`src/rtl/alu_seq_param.sv`:
```
// alu_seq_param: parametrised handshaked ALU with valid/ready on both sides.
// Define ALU_DIV_EN to build the multi-cycle restoring divider for opcode 0011.
`default_nettype none

module alu_seq_param #(
   parameter int WIDTH = 16,
   parameter int CNT_W = $clog2(WIDTH + 1)
) (
   input  logic             clk,
   input  logic             rst,
   input  logic             in_valid,
   output logic             in_ready,
   input  logic [WIDTH-1:0] A,
   input  logic [WIDTH-1:0] B,
   input  logic [3:0]       ALU_FUN,
   output logic             out_valid,
   input  logic             out_ready,
   output logic [WIDTH-1:0] ALU_OUT,
   output logic             Arith_flag,
   output logic             Logic_flag,
   output logic             CMP_flag,
   output logic             Shift_flag,
   output logic             Err_flag
);

   // Flag vector layout: {arith, logic, cmp, shift, err}
   localparam logic [4:0] F_ARITH = 5'b10000;
   localparam logic [4:0] F_LOGIC = 5'b01000;
   localparam logic [4:0] F_CMP   = 5'b00100;
   localparam logic [4:0] F_SHIFT = 5'b00010;
   localparam logic [4:0] F_AERR  = 5'b10001;

   logic             out_valid_q, out_valid_n;
   logic [WIDTH-1:0] alu_out_q, alu_out_n;
   logic [4:0]       flags_q, flags_n;
   logic [WIDTH-1:0] res;
   logic [4:0]       res_flags;
   logic             accept;

`ifdef ALU_DIV_EN
   typedef enum logic [0:0] {IDLE = 1'b0, DIV = 1'b1} state_t;
   state_t           state, state_n;
   logic [WIDTH-1:0] quo_q, quo_n;
   logic [WIDTH-1:0] dvs_q, dvs_n;
   logic [WIDTH-1:0] rem_q, rem_n;
   logic [CNT_W-1:0] cnt_q, cnt_n;
   logic [WIDTH:0]   shifted;
   logic [WIDTH:0]   diff;
   logic [WIDTH-1:0] quo_step;
   logic [WIDTH-1:0] rem_step;

   assign in_ready = (state == IDLE) && (!out_valid_q || out_ready);

   // One restoring step: bring in the next dividend bit, subtract if it fits.
   assign shifted  = {rem_q, quo_q[WIDTH-1]};
   assign diff     = shifted - {1'b0, dvs_q};
   assign quo_step = {quo_q[WIDTH-2:0], ~diff[WIDTH]};
   assign rem_step = diff[WIDTH] ? shifted[WIDTH-1:0] : diff[WIDTH-1:0];
`else
   assign in_ready = !out_valid_q || out_ready;
`endif

   assign accept = in_valid && in_ready;

   always_comb begin
      res       = '0;
      res_flags = '0;
      case (ALU_FUN)
         4'b0000: begin res = A + B;  res_flags = F_ARITH; end
         4'b0001: begin res = A - B;  res_flags = F_ARITH; end
         4'b0010: begin res = A * B;  res_flags = F_ARITH; end
         4'b0011: begin
`ifdef ALU_DIV_EN
            res       = (B == '0) ? '1 : '0;
            res_flags = (B == '0) ? F_AERR : F_ARITH;
`else
            res       = '0;
            res_flags = F_AERR;
`endif
         end
         4'b0100: begin res = A & B;     res_flags = F_LOGIC; end
         4'b0101: begin res = A | B;     res_flags = F_LOGIC; end
         4'b0110: begin res = ~(A & B);  res_flags = F_LOGIC; end
         4'b0111: begin res = ~(A | B);  res_flags = F_LOGIC; end
         4'b1000: begin res = A ^ B;     res_flags = F_LOGIC; end
         4'b1001: begin res = ~(A ^ B);  res_flags = F_LOGIC; end
         4'b1010: begin res = {{(WIDTH-1){1'b0}}, (A == B)}; res_flags = F_CMP; end
         4'b1011: begin res = {{(WIDTH-1){1'b0}}, (A > B)};  res_flags = F_CMP; end
         4'b1100: begin res = {{(WIDTH-1){1'b0}}, (A < B)};  res_flags = F_CMP; end
         4'b1101: begin res = A >> 1; res_flags = F_SHIFT; end
         4'b1110: begin res = A << 1; res_flags = F_SHIFT; end
         default: begin res = '0;     res_flags = '0;      end
      endcase
   end

   always_comb begin
      out_valid_n = out_valid_q && !out_ready;
      alu_out_n   = alu_out_q;
      flags_n     = flags_q;
`ifdef ALU_DIV_EN
      state_n = state;
      quo_n   = quo_q;
      dvs_n   = dvs_q;
      rem_n   = rem_q;
      cnt_n   = cnt_q;
      if (accept && ALU_FUN == 4'b0011 && B != '0) begin
         state_n     = DIV;
         out_valid_n = 1'b0;
         quo_n       = A;
         dvs_n       = B;
         rem_n       = '0;
         cnt_n       = CNT_W'(WIDTH);
      end else if (accept) begin
         out_valid_n = 1'b1;
         alu_out_n   = res;
         flags_n     = res_flags;
      end
      if (state == DIV) begin
         quo_n = quo_step;
         rem_n = rem_step;
         cnt_n = cnt_q - CNT_W'(1);
         if (cnt_q == CNT_W'(1)) begin
            state_n     = IDLE;
            out_valid_n = 1'b1;
            alu_out_n   = quo_step;
            flags_n     = F_ARITH;
         end
      end
`else
      if (accept) begin
         out_valid_n = 1'b1;
         alu_out_n   = res;
         flags_n     = res_flags;
      end
`endif
   end

   always_ff @(posedge clk or posedge rst) begin
      if (rst) begin
         out_valid_q <= 1'b0;
         alu_out_q   <= '0;
         flags_q     <= '0;
`ifdef ALU_DIV_EN
         state <= IDLE;
         quo_q <= '0;
         dvs_q <= '0;
         rem_q <= '0;
         cnt_q <= '0;
`endif
      end else begin
         out_valid_q <= out_valid_n;
         alu_out_q   <= alu_out_n;
         flags_q     <= flags_n;
`ifdef ALU_DIV_EN
         state <= state_n;
         quo_q <= quo_n;
         dvs_q <= dvs_n;
         rem_q <= rem_n;
         cnt_q <= cnt_n;
`endif
      end
   end

   assign out_valid = out_valid_q;
   assign ALU_OUT   = alu_out_q;
   assign {Arith_flag, Logic_flag, CMP_flag, Shift_flag, Err_flag} = flags_q;

endmodule

`default_nettype wire

```
`config.mk`:
```
export PLATFORM = sky130hd
export DESIGN_NAME = alu_seq_param
export DESIGN_NICKNAME = d
export VERILOG_FILES = /design/src/rtl/alu_seq_param.sv
export SDC_FILE = /design/constraint.sdc
export NUM_CORES = 1
export LEC_CHECK = 0
export CORE_MARGIN = 8
export CORE_UTILIZATION = 35
export DETAILED_ROUTE_END_ITERATION = 8
export GPL_TIMING_DRIVEN = 0
export MAX_ROUTING_LAYER = met4
export SYNTH_ARGS = -nofsm -noshare
export SYNTH_HDL_FRONTEND = slang
export SYNTH_SLANG_ARGS = --single-unit
```
`constraint.sdc`:
```
create_clock -name clk -period 2.55 [get_ports clk]
set_input_delay 0.3825 -clock clk [delete_from_list [all_inputs] [get_ports clk]]
set_output_delay 0.3825 -clock clk [all_outputs]
set_load 0.02 [all_outputs]
```
After elaboration in Yosys (flattened, before gate mapping)
Cells that the tools add are included.
W data, S select, Z words.
{ "word_totals": {"wordCells": 42, "reg_bits": 22, "input_bits": 40} }
{ "op_classes": {"addsub": 2, "n_lt_le_gt_ge": 2, "n_reduce_logical": 10, "n_eq_ne": 15, "n_mul": 1, "bitwise_logic": 6, "n_mux": 3} }
{ "op_table": {"columns": ["operator", "n"], "rows": [
  ["$pmux W16 S14", 1],
  ["$not A16 Y16", 3],
  ["$eq A4 B4 Y1 const B", 7],
  ["$pmux W5 S5", 1],
  ["$add A16 B16 Y16", 1],
  ["$and A16 B16 Y16", 1],
  ["$eq A16 B16 Y1", 1],
  ["$eq A4 B3 Y1 const B", 4],
  ["$gt A16 B16 Y1", 1],
  ["$lt A16 B16 Y1", 1],
  ["$mul A16 B16 Y16", 1],
  ["$or A16 B16 Y16", 1],
  ["$sub A16 B16 Y16", 1],
  ["$xor A16 B16 Y16", 1],
  ["$eq A4 B2 Y1 const B", 2],
  ["$reduce_or A3 Y1", 2],
  ["$reduce_or A6 Y1", 1],
  ["$eq A4 B1 Y1 const B", 1],
  ["$logic_not A4 Y1", 1],
  ["$logic_and A1 B1 Y1", 2],
  ["$logic_not A1 Y1", 2],
  ["$reduce_or A2 Y1", 1],
  ["$logic_or A1 B1 Y1", 1],
  ["$mux W1", 1]
]} }

Longest topological paths before layout
Gate-level depths: netlist of run 1.
{ "depth": {"word_depth": 4, "depth_mapped": 23, "ltp_nobuf": 22} }

Least setup slack after synthesis of run 1
Ideal clock, no wire load.
{ "synth_timing": {"kind": "input -> register", "from": "input A[4]", "to": "register alu_out_q[14], in the netlist ALU_OUT[14]", "path_buffers": 1, "cell_stages": 21, "path_slack_ns": -2.647, "t_arrival_ns": 5.071, "path_cell_list": "clkbuf_1 -> inv_1 -> nor2_1 -> fa_1 -> fa_1 -> ha_1 -> fa_1 -> inv_1 -> fa_1 -> fa_1 -> inv_1 -> ha_1 -> or3_1 -> o21ai_0 -> a21oi_1 -> nand4_1 -> nand4b_1 -> a21o_1 -> a21oi_1 -> mux2i_1 -> a21oi_1"} }
{ "synth_between": {"elab_chain_cells": 2, "word_cells_on_any_way": 4, "classes_between": "add/sub: 2; mul: 1; mux: 1"} }
{ "synth_lines": {"columns": ["item", "line_no", "source"], "rows": [
  ["start: declaration", "13", "input logic [WIDTH-1:0] A,"],
  ["$mul A16 B16 Y16 (tied with other cells)", "71", "4'b0010: begin res = A * B; res_flags = F_ARITH; end"],
  ["$pmux W16 S14 *", "68", "case (ALU_FUN)"],
  ["end signal: assignment", "152", "alu_out_q <= alu_out_n;"],
  ["end: declaration", "34", "logic [WIDTH-1:0] alu_out_q, alu_out_n;"]
]} }
Every way passes the cells marked *; elsewhere a longest branch is shown, timed or not.
A chain may end at the register's enable or synchronous reset.

Worst setup path in the final report of run 1
{ "layout_timing": {"from": "input A[6]", "to": "register alu_out_q[14], in the netlist ALU_OUT[14]"} }
Same word-level chain as after synthesis.

==> results.toml, run 1 <==
[setup_path]
timing.rr.end = "ALU_OUT[7]"
crit_family = "adder cells"
critPathMaxStageDelay_ps = 540
endpoint_kind = "flop"
cp-start-kind = "input port"
r2r_cells = 6
cp_cell_sequence = "buf_12, clkinvlp_4, buf_6, nor2_4, fa_1, inv_1, fa_1, fa_1, fa_1, inv_1, fa_1, inv_2, fa_1, inv_2, ha_4, nand4_1, nand4b_1, a21o_1, a21oi_2, mux2i_4, a21oi_2"
worstReg2RegStart = "out_valid"
critical_path_class = "in -> reg"
required_ps = 2690
r2r_setup_slack_ps = 550
critPathBufInv = 7
cp_slowest_cell = "fa_1"
critPathMaxFanout = 6
critPathArrivalTime_ps = 5230
cpMostUsedCell = "fa_1"

[power]
internal-power_mw = 5.07
p_comb_share_pct = 90.5
cellPowerDensity_nw_per_um2 = 900
ir_worst_vdd_mv = 1.06
pwr-share-seq_pct = 4.8
switching_power_mw = 4.62
p_leak_nw = 4.80
p_clk_share_pct = 4.7
swShare_pct = 47.7

[layout]
utilization_pct = 49.8
antennaDiodeCount = 0
drive_gt1_share_pct = 27.2
syn2layout_area_growth_pct = 40.9
nNetsFinal = 1384
nFillCells = 2104
seq_area_um2 = 551
multi_input_area_um2 = 7130

[drt]
route.met2.wl_um = 14600
ant_nets = 0
vias = 8135
met1Wirelength_um = 12900
met3_length_um = 2980
wire_per_inst_um = 21.9
initialDrtViolationCount = 874
detail_route.drc_violations = 0
drt_first_pass_iters = 8
via_per_inst = 5.64
top_layer = "met4"
drt-total-wl_um = 31600

[synthesis]
synth_area_um2 = 7640
yosys.area_share.simple_pct = 17.3
yosysSeqAreaShare_pct = 7.21
yosysTopAreaCellShare_pct = 21.2
netlist_instances = 1003
synth_top_family_by_area = "adder cells"
synth-async-reset-ratio_pct = 100
yosysWarnings = 0
avgSynthCellArea_um2 = 7.61
synth-edff-count = 0
synth_area_leaders = "fa_1, ha_1, inv_1"
ys_ff_latch = 22
yosysUniqueCellTypes = 70
synth-xor-area-share_pct = 5.73
muxShareOfSynthArea_pct = 1.33
syn-num-nets = 1223
synth_compound_area_share_pct = 19.9
yosysTopAreaCell = "fa_1"
synth-main-ff-cell = "dfrtp_1"
synth_adder_area_share_pct = 37.5

[floorplan]
start_util_pct = 35.3
die_w_um = 164
rows = 54
boundaryPins = 63
core_area_um2 = 21600
die_area_um2 = 26800
die_y_um = 164

[sta]
setup_ws_ps = -2530
min_period_ps = 5080
rsz0062_at_grt = "yes"
tightest_slew_ps = 1120
slew_headroom_pct = 25.7
hold_violations = 0
final_max_slew_viol_count = 0
fin_setup_tns_ps = -26960
max_freq_mhz = 197
skew_ps = 1.37
setup_viol = 14
min_period_over_period_pct = 199

[clocking]
cts_max_level = 1
clock_path_buffers = 2
root_buffer = "clkbuf_16"
clock_sinks = 22
cts.reportedPaths.clkPinSlew_ps = 60
cts_buffers = 3
clock_latency_ps = 260
cts_tree = "yes"

[min_path]
holdCritPathClass = "reg -> reg"
whs_path_depth = 2
hold_start = "ALU_OUT[7]"
worstHoldEndpoint = "ALU_OUT[7]"

[global_route]
grt_pass1_vias = 8016
grt_util_all_layers_pct = 23.8
grt_pass1_wl_um = 47300
grt.overflow.total = 0
grt_max_degree = 23
antenna_found_initial = 0

[run_status]
violations = "negative setup slack"
status = "finished with violations"

[flow_run]
drv_cap = 0

[place]
dpl.hpwl_um = 23200
io_buffers = 60
gp_congestion = 0.940
==> timing repair <==
item,CTS,global route
gates resized for setup,274,68
setup buffers,93,17
hold buffers,0,0
gates cloned,0,0
endpoints found under the setup margin,16,16
pin swaps,65,57
==> area by class of cell <==
| type | instances | area share (%) |
|---|---|---|
| tap | 280 | 3.26 |
| clock inverter | 1 | 0.279 |
| clock buffer | 3 | 0.698 |
| buffer | 42 | 3.45 |
| sequential | 22 | 5.12 |
| multi-input combinational | 773 | 66.3 |
| inverter | 166 | 7.05 |
| timing repair buffer | 156 | 13.9 |
==> worst reg2reg max path: cells and delay by family (launching register included) <==
kind,cells,cell delay (ps)
DFF,1,370
AOI/OAI and AO/OA,2,1040
buffers and inverters,1,190
and+or+nand+nor,3,330
==> power by group through the flow <==
stage / logic, mW / clock network, mW / registers (mW)
detailed placement: 6.69 / 0 / 0.471
global route: 9.57 / 0.480 / 0.475
global placement: 6.60 / 0 / 0.467
finish: 8.76 / 0.454 / 0.464
floorplan: 4.91 / 0 / 0.548
CTS: 8.51 / 0.459 / 0.465
==> cells in the final DEF, fill, tap and decap left out, types with 8 or more instances in the layout <==
master,netlist,layout
nor2_1,120,95
inv_1,160,137
inv_2,1,14
nand2b_1,10,9
buf_4,7,78
a21oi_1,54,40
nor2_2,0,12
o21ai_0,47,36
nor2_4,0,13
xnor2_1,39,37
ha_1,99,70
o22ai_1,10,9
a21oi_2,0,12
a211oi_1,10,8
buf_6,4,35
buf_12,0,12
nand3_1,14,11
ha_4,0,26
o211ai_1,11,11
xor2_1,11,9
clkbuf_1,24,12
a22oi_1,13,12
clkdlybuf4s50_1,0,33
fa_1,81,74
nand2_1,121,118
dfrtp_1,22,22
==> metal layers <==
layer | vias to the layer above | track usage, %
met5 | - | -
met4 | 0 | 7.40
met3 | 77 | 5.16
met2 | 424 | 36.2
met1 | 3978 | 31.2
li1 | 3656 | -
==> through the flow <==
stage               setup slack [ps]  instance area, um2  hold slack [ps]  total power, mW  std cells
finish                         -2530               10800              482             9.68       1443
global route                   -2730               10800              517             10.5       1443
CTS                            -2540               10500              487             9.43       1439
detailed placement             -4130                9060              472             7.16       1343
global placement               -4120                9060              467             7.06       1343
floorplan                      -2300                8110              372             5.46       1003
==> how the worst max path moves through the flow <==
stage | start | endpoint | slack, ps | depth (start not counted)
after detailed placement | B[3] | ALU_OUT[14] | -4130 | 21
after global routing | A[5] | ALU_OUT[15] | -2730 | 22
after CTS | A[6] | ALU_OUT[14] | -2540 | 21
final | A[6] | ALU_OUT[14] | -2530 | 21
after floorplan | A[4] | ALU_OUT[14] | -2300 | 21
after global placement | B[3] | ALU_OUT[14] | -4120 | 21
==> cell families after synthesis <==
family          count (synthesis)
compound gates                223
xor+xnor                       50
fa+ha+maj                     180
buf+inv                       208
flops                          22
mux                            10
simple gates                  310
==> registers in the layout (all words and copies together) (netlist names) <==
signal / flops
flags_q: 5
out_valid: 1
ALU_OUT: 16
==> synth_stat cells (7+ instances only) <==
| library cell | n |
|---|---|
| a211oi_1 | 10 |
| a21oi_1 | 54 |
| a22oi_1 | 13 |
| a31oi_1 | 9 |
| buf_4 | 7 |
| clkbuf_1 | 24 |
| dfrtp_1 | 22 |
| fa_1 | 81 |
| ha_1 | 99 |
| inv_1 | 160 |
| mux2i_1 | 9 |
| nand2_1 | 121 |
| nand2b_1 | 10 |
| nand3_1 | 14 |
| nor2_1 | 120 |
| nor2b_1 | 8 |
| nor3_1 | 9 |
| nor4_1 | 7 |
| o211ai_1 | 11 |
| o21ai_0 | 47 |
| o22ai_1 | 10 |
| xnor2_1 | 39 |
| xor2_1 | 11 |
Power figures use the tool's default switching activity.
==> run 2: changes to the inputs <==
--- a/config.mk
+++ b/config.mk
@@ -8,7 +8,9 @@
 export CORE_MARGIN = 8
 export CORE_UTILIZATION = 35
 export DETAILED_ROUTE_END_ITERATION = 8
+export GPL_ROUTABILITY_DRIVEN = 0
 export GPL_TIMING_DRIVEN = 0
+export HOLD_SLACK_MARGIN = 0.15
 export MAX_ROUTING_LAYER = met4
 export SYNTH_ARGS = -nofsm -noshare
 export SYNTH_HDL_FRONTEND = slang
==> results.toml, run 2 (synthesis results as in run 1) <==
[run_status]
status = "finished with violations"
violations = "negative setup slack"

[global_route]
grt_pass1_wl_um = 45100
grt_util_all_layers_pct = 22.5
grt_pass1_vias = 7814
grt_max_degree = 23
met2_usage_pct = 34.3
gr-usage-met3_pct = 5.84
grt.overflow.total = 0
met1_usage_pct = 28.6
top_usage_layer = "met2"
antenna_found_initial = 0

[sta]
slew_headroom_pct = 41.4
setup_viol = 14
max_freq_mhz = 195
setup_ws_ps = -2570
min_period_over_period_pct = 201
min_period_ps = 5120
skew_ps = 5.07
fin_setup_tns_ps = -25490
final_max_slew_viol_count = 0
hold_violations = 0
rsz0062_at_grt = "yes"
tightest_slew_ps = 875

[layout]
drive_gt1_share_pct = 23.7
final_common_cell = "inv_1"
final_design_area_no_fill_um2 = 10300
nFillCells = 2133
nNetsFinal = 1337
most-common-layout-cells = "inv_1, nand2_1, nor2_1, fa_1, ha_1"
antennaDiodeCount = 0
largest_reg_flops = 16
syn2layout_area_growth_pct = 34.2
final_cell_count_no_fill = 1396
multi_input_area_um2 = 7040
utilization_pct = 47.4
seq_area_um2 = 551

[clocking]
clock_latency_ps = 260
cts_max_level = 1
cts.reportedPaths.clkPinSlew_ps = 60
clock_path_buffers = 2
holdBufCountCts = 0
cts_buffers = 3
cts_tree = "yes"
root_buffer = "clkbuf_16"
clock_sinks = 22

[drt]
via_per_inst = 5.60
initialDrtViolationCount = 865
wire_per_inst_um = 21.2
detail_route.drc_violations = 0
drt_first_pass_iters = 5
drt-total-wl_um = 29500
ant_nets = 0
vias = 7822

[place]
io_buffers = 60
placed_area_um2 = 9060
dp_cells = 1343
dpl.hpwl_um = 22800

[setup_path]
cp-start-kind = "input port"
critPathArrivalTime_ps = 5260
r2r_setup_slack_ps = 940
endpoint_kind = "flop"
required_ps = 2680
critical_path_class = "in -> reg"
critPathMaxFanout = 7

[floorplan]
die_w_um = 164
start_util_pct = 35.3
die_y_um = 164
core_area_um2 = 21600
rows = 54
die_area_um2 = 26800
boundaryPins = 63

[power]
p_clk_share_pct = 4.9
internal-power_mw = 4.66
power_mw = 9.08
ir_worst_vdd_mv = 1.10
p_leak_nw = 4.55
pwr-share-seq_pct = 5.1
cellPowerDensity_nw_per_um2 = 885
p_comb_share_pct = 90.0
swShare_pct = 48.6
switching_power_mw = 4.42

[flow_run]
drv_cap = 0

[min_path]
holdCritPathClass = "reg -> reg"
## run 2: per-layer routing
layer	part of all wire (%)	wire (um)
met3	10	3090
met2	45	13200
met1	41	12000
met4	4.2	1250
met5	0	0
## run 2: critical path, stage by stage
cell and delay [ps]:
buf_12 120, buf_4 140, ha_2 220, fa_1 560
inv_1 70, fa_1 480, inv_1 50, fa_1 490
fa_1 430, fa_1 480, inv_1 50, fa_1 470
inv_1 60, ha_4 260, a2111oi_4 310, a21oi_2 140
xnor2_1 150, a22oi_1 260, a31oi_1 130
## run 2: cell type report
type | count | share of cell area (%)
plain buffers | 40 | 3.34
clock buffers | 3 | 0.732
clock inverters | 1 | 0.293
inverters | 166 | 7.35
multi-input cells | 773 | 68.7
flip-flops and latches | 22 | 5.37
well taps | 280 | 3.42
repair buffers | 111 | 10.8
## run 2: worst paths after layout
check	startpoint	to	depth (start not counted)
worst max-delay path	A[6]	ALU_OUT[15]	19
worst min-delay path	ALU_OUT[4]	ALU_OUT[4]	2
worst max register to register	out_valid	ALU_OUT[13]	6
worst min register to register	ALU_OUT[4]	ALU_OUT[4]	2
max in group asynchronous	rst	ALU_OUT[12]	2
min in group asynchronous	rst	flags_q[1]	2
## run 2: power groups by stage
stage                     combinational [mW]  sequential [mW]  clock [mW]
after floorplan                         4.91            0.548           0
after global placement                  6.58            0.466           0
after detailed placement                6.66            0.469           0
after CTS                               7.47            0.462       0.452
after global routing                    8.93            0.470       0.473
final                                   8.17            0.461       0.448
## run 2: metrics by stage
step	hold WS, ps	setup slack, ps
floorplan	372	-2300
global placement	465	-4090
detailed placement	470	-4120
CTS	478	-2570
global route	504	-2710
finish	470	-2570
## run 2: timing repair
item | in CTS | in global routing
gates resized for setup | 268 | 44
setup buffers | 42 | 11
pin swaps | 72 | 52
setup endpoints to repair | 16 | 16
==> patch 1: new RTL, settings of run 2 <==
Reset style: synchronous (`rst`), changed in one clocked block.
--- a/src/rtl/alu_seq_param.sv
+++ b/src/rtl/alu_seq_param.sv
@@ -135,7 +135,7 @@
 `endif
    end
 
-   always_ff @(posedge clk or posedge rst) begin
+   always_ff @(posedge clk) begin
       if (rst) begin
          out_valid_q <= 1'b0;
          alu_out_q   <= '0;
Check against the original RTL: differs if rst is asserted again (counterexample within 4 cycles, from zero or initial values and one cycle with rst high); with rst held inactive, the same outputs for 10 cycles.
==> patch 1 against run 2 <==
  * The run still ends with negative setup slack left
  * Hold slack lost 0.018 ns
  * Via count grew 5.7%
  * Final area grew 1.7%
  * Global-route usage grew 0.60 points
  * Clock power grew 3%
  * Total power grew 13%
  * Sequential cell count is the same
  * Clock skew grew 0.0049 ns
  * Wire length grew 5.0%
  * Synthesized area grew 0.98%
  * Cell count grew 2.2%
  * Setup slack lost 0.014 ns
  * Synthesized cell count grew 3.8%
  * Highest routed layer unchanged
==> patch 1: results (changes against run 2) <==
# setup viols final: 14 (unchanged)
Post-synthesis sequential area ratio: 5.712% (was 7.210%)
CP startpoint: A[13] (was A[6])
CP Capture Point: ALU_OUT[15] (unchanged)
CTS Buffer Depth: 2 (unchanged)
HP Class: reg2reg (unchanged)
CTS resizes: 293 (was 268)
Fill cell count: 2118 (was 2133)
Peak supply drop: 1.107 mV (was 1.095 mV)
Pint: 5.084 mW (was 4.661 mW)
FFs w/ async S/R, synth: 0% (was 100.0%)
Leak: 4.434 nW (was 4.545 nW)
Post-CTS Setup Bufs: 44 (was 42)
Routed vias: 8269 (was 7822)
Power Sequential: 0.392 mW (was 0.461 mW)
Synth Warn #: 0 (unchanged)
Most frequent cells after synthesis: 158 x inv_1, 116 x nand2_1, 109 x nor2_1 (was 160 x inv_1, 121 x nand2_1, 120 x nor2_1)
Synth Instances: 1041 (was 1003)
Setup TNS: -24.06 ns (was -25.49 ns)
Status: finished with violations (unchanged)
IO buf count: 58 (was 60)
Synthesized Nets: 1261 (was 1223)
Worst Clk Skew: 0.009971 ns (was 0.005071 ns)
Pin count of the biggest net entering global routing: 14 (was 23)
Final WS setup: -2.587 ns (was -2.573 ns)
Area contributors post-synth: fa_1 21%, ha_1 16%, inv_1 7.7%, dfxtp_1 5.7%, nand2_1 5.6% (was fa_1 21%, ha_1 16%, inv_1 7.9%, dfrtp_1 7.2%, nand2_1 5.9%)
Worst flop-to-flop path endpoint: ALU_OUT[5] (was ALU_OUT[13])
Clk_lat worst skew: 0.27 ns
1st-pass router iterations: 6 (was 5)
Wire per inst: 21.74 um (was 21.16 um)
Placed cell areas: 0.009101 mm^2 (was 0.009056 mm^2)
Starting DRC count in detailed routing: 882 (was 865)
Critical Path Fanout Max: 7 (unchanged)
R2R Setup Slk: 0.29 ns (was 0.94 ns)
Hold depth: 2 (unchanged)
Worst Path Arrival: 5.34 ns (was 5.26 ns)
Top FF cell, synth: dfxtp_1 (was dfrtp_1)
DRT Wirelength: 31.02 mm (was 29.54 mm)
Worst Tran Pin Value: 1.233 ns (was 0.8752 ns)
H-Tree Depth: 1 (unchanged)
P_clk: 0.463 mW (was 0.448 mW)
# diodes: 0 (unchanged)
Worst slack on hold paths: 0.4514 ns (was 0.4696 ns)
Vias in the first global route: 7957 (was 7814)
R2R Path Start: out_valid (unchanged)
Failing checks: negative setup slack (unchanged)
First-pass GRT wire length: 46.61 mm (was 45.08 mm)
Gr usage total: 23.11% (was 22.51%)
Pre-CTS setup slack: -3.977 ns (was -4.122 ns)
Initial antenna violation count: 0 (unchanged)
Share of cells above drive strength 1: 23.19% (was 23.66%)
Worst hold endpoint: ALU_OUT[4] (unchanged)
Hold wc startpoint: ALU_OUT[4] (unchanged)
Synth cell types: 68 (was 70)
Dpl hpwl: 23.39 mm (was 22.82 mm)
-- patch 1: cell count changes after synthesis, sizes merged, moves of 7 or more --
cell    change
dfrtp      -22
clkbuf     +15
nor3       +16
dfxtp      +22
o31ai       +7
nor2       -11
a21oi       +9
-- patch 1: metrics by stage --
stage | total power [mW] | utilization, %
2_1_floorplan | 5.432 | -
3_3_place_gp | 7.374 | 41.83
3_5_place_dp | 7.410 | 41.83
4_1_cts | 9.735 | 47.04
5_1_grt | 11.03 | 47.94
6_report | 10.30 | 47.94
-- patch 1: layout make-up --
cell class	count	area, um^2	area share [%]
Timing Repair Buffer	105	1035	9.921
Sequential cell	22	440.4	4.223
Multi-Input combinational cell	799	7378	70.74
Inverter	166	740.7	7.102
Clock inverter	1	30.03	0.2879
Buffer	51	380.4	3.647
Tap cell	280	350.3	3.359
Clock buffer	3	75.07	0.7198
-- patch 1: critical path, stage by stage --
cell and delay, ns:
clkdlybuf4s15_2 0.30, inv_2 0.12, nor2_2 0.04, fa_1 0.47, inv_1 0.06, fa_1 0.51
inv_1 0.05, fa_1 0.45, fa_1 0.50, inv_1 0.06, fa_1 0.48, fa_1 0.53
inv_1 0.05, ha_2 0.18, or3_4 0.39, o31ai_4 0.32, xnor2_2 0.17, nand2_1 0.10
a41oi_2 0.16
-- patch 1: kinds of logic (layout without fill, tap and decap cells) --
group,after synthesis,count (layout),synth area share [%]
simple gates,312,312,17.67
compound gates,248,248,21.61
buf+inv,220,326,10.95
fa+ha+maj,180,180,37.09
xor+xnor,54,54,6.312
flops,22,22,5.711
mux,5,5,0.6491
-- patch 1: layer usage --
| layer | part of all wire, % | global-route usage, % |
|---|---|---|
| met3 | 11 | 4.985 |
| met2 | 45 | 35.30 |
| met1 | 41 | 29.91 |
| met4 | 3.8 | 7.821 |
| met5 | 0 | - |
==> patch 2: new RTL, flow settings as in run 2 <==
Without the edit above. `WIDTH`: 16 -> 8.
--- a/src/rtl/alu_seq_param.sv
+++ b/src/rtl/alu_seq_param.sv
@@ -3,7 +3,7 @@
 `default_nettype none
 
 module alu_seq_param #(
-   parameter int WIDTH = 16,
+   parameter int WIDTH = 8,
    parameter int CNT_W = $clog2(WIDTH + 1)
 ) (
    input  logic             clk,
Ports: changed (resized A, ALU_OUT and B); port bits go from 63 to 39. No check against the original RTL was run, so the function may have changed too.
==> patch 2 against run 2 <==
  * The flow still finishes with violations (negative setup slack)
  * Count of clock-buffer cells in the layout stayed put
  * Critical path depth is 2 lower
  * Maximum frequency is 37% higher
  * Clock skew is 0.0026 ns lower
  * Die area is 55% lower
  * Sequential cell count is 8 lower
  * Wire length is 67% lower
  * Global-route usage is 5.1 points lower
  * Final area is 60% lower
  * Via count is 60% lower
  * Combinational power is 85% lower
  * Setup slack better by 1.4 ns
  * Total power is 82% lower
  * Synthesized area is 60% lower
==> patch 2: results (changes against run 2) <==
Leak: 1.799 nW (was 4.545 nW)
Dpl hpwl: 7.801 mm (was 22.82 mm)
Clk_lat worst skew: 0.24 ns (was 0.26 ns)
Area Overhead vs Synth: 33.94% (was 34.25%)
Area contributors post-synth: ha_1 16%, dfrtp_1 11%, fa_1 9.1%, inv_1 6.2%, nand2_1 6.1% (was fa_1 21%, ha_1 16%, inv_1 7.9%, dfrtp_1 7.2%, nand2_1 5.9%)
Placed cells: 552 (was 1343)
Worst Path Arrival: 3.85 ns (was 5.26 ns)
Post-synthesis sequential area ratio: 11.37% (was 7.210%)
Pre-CTS setup slack: -2.371 ns (was -4.122 ns)
Final WS setup: -1.182 ns (was -2.573 ns)
Multi-input gate area: 0.002734 mm^2 (was 0.007038 mm^2)
DR vias/cell: 5.512 (was 5.603)
Failing checks: negative setup slack (unchanged)
Starting DRC count in detailed routing: 331 (was 865)
IO buf count: 37 (was 60)
Worst slack on hold paths: 0.4762 ns (was 0.4696 ns)
Peak supply drop: 0.2149 mV (was 1.095 mV)
Status: finished with violations (unchanged)
Vias in the first global route: 3093 (was 7814)
Gr usage total: 17.46% (was 22.51%)
Worst Tran Pin Value: 0.7026 ns (was 0.8752 ns)
Synth cell types: 56 (was 70)
# setup viols final: 5 (was 14)
HP Class: in2async (was reg2reg)
Pint: 0.9553 mW (was 4.661 mW)
Seq/total area: 8.487% (was 5.370%)
## patch 2: cells by family (layout without fill, tap and decap cells)
group | count (synthesis) | count (layout) | share of synthesized area (%)
and+or+nand+nor | 139 | 139 | 21.36
AOI/OAI and AO/OA | 93 | 93 | 20.59
buffers and inverters | 71 | 128 | 9.216
adders and majority gates | 54 | 54 | 25.33
xor gates and xnor gates | 29 | 29 | 9.379
DFF | 14 | 14 | 11.37
muxes | 7 | 7 | 2.761
## patch 2: per-layer routing
layer	up-vias	global-route usage, %	part of all wire, %
li1	1517	-	-
met2	167	25.77	44
met5	-	-	0
met3	28	2.403	8.0
met4	0	7.618	4.1
met1	1441	23.20	44
## patch 2: critical path: stages
cell	delay, ns
buf_12	0.10
ha_4	0.13
inv_2	0.04
fa_2	0.32
inv_2	0.06
fa_1	0.41
ha_1	0.30
inv_2	0.04
fa_1	0.51
inv_2	0.04
ha_4	0.22
a21o_1	0.21
a21oi_4	0.18
xnor3_1	0.23
xnor3_1	0.28
nor4_2	0.06
o41a_1	0.32
## patch 2: path summary, 6_finish.rpt
kind | from | end | depth (start not counted)
worst max register to register | out_valid | ALU_OUT[6] | 5
min in group clk | flags_q[1] | flags_q[1] | 2
worst min register to register | flags_q[1] | flags_q[1] | 2
max in group asynchronous | rst | ALU_OUT[3] | 2
worst max-delay path | A[2] | ALU_OUT[7] | 17
worst min-delay path | rst | ALU_OUT[7] | 2
## patch 2: power by group through the flow
stage | Clock, mW | Sequential [mW] | Combinational, mW
final | 0.175 | 0.268 | 1.23
after global routing | 0.187 | 0.272 | 1.33
after CTS | 0.176 | 0.269 | 1.20
after detailed placement | 0 | 0.273 | 0.970
after global placement | 0 | 0.271 | 0.970
after floorplan | 0 | 0.310 | 0.614
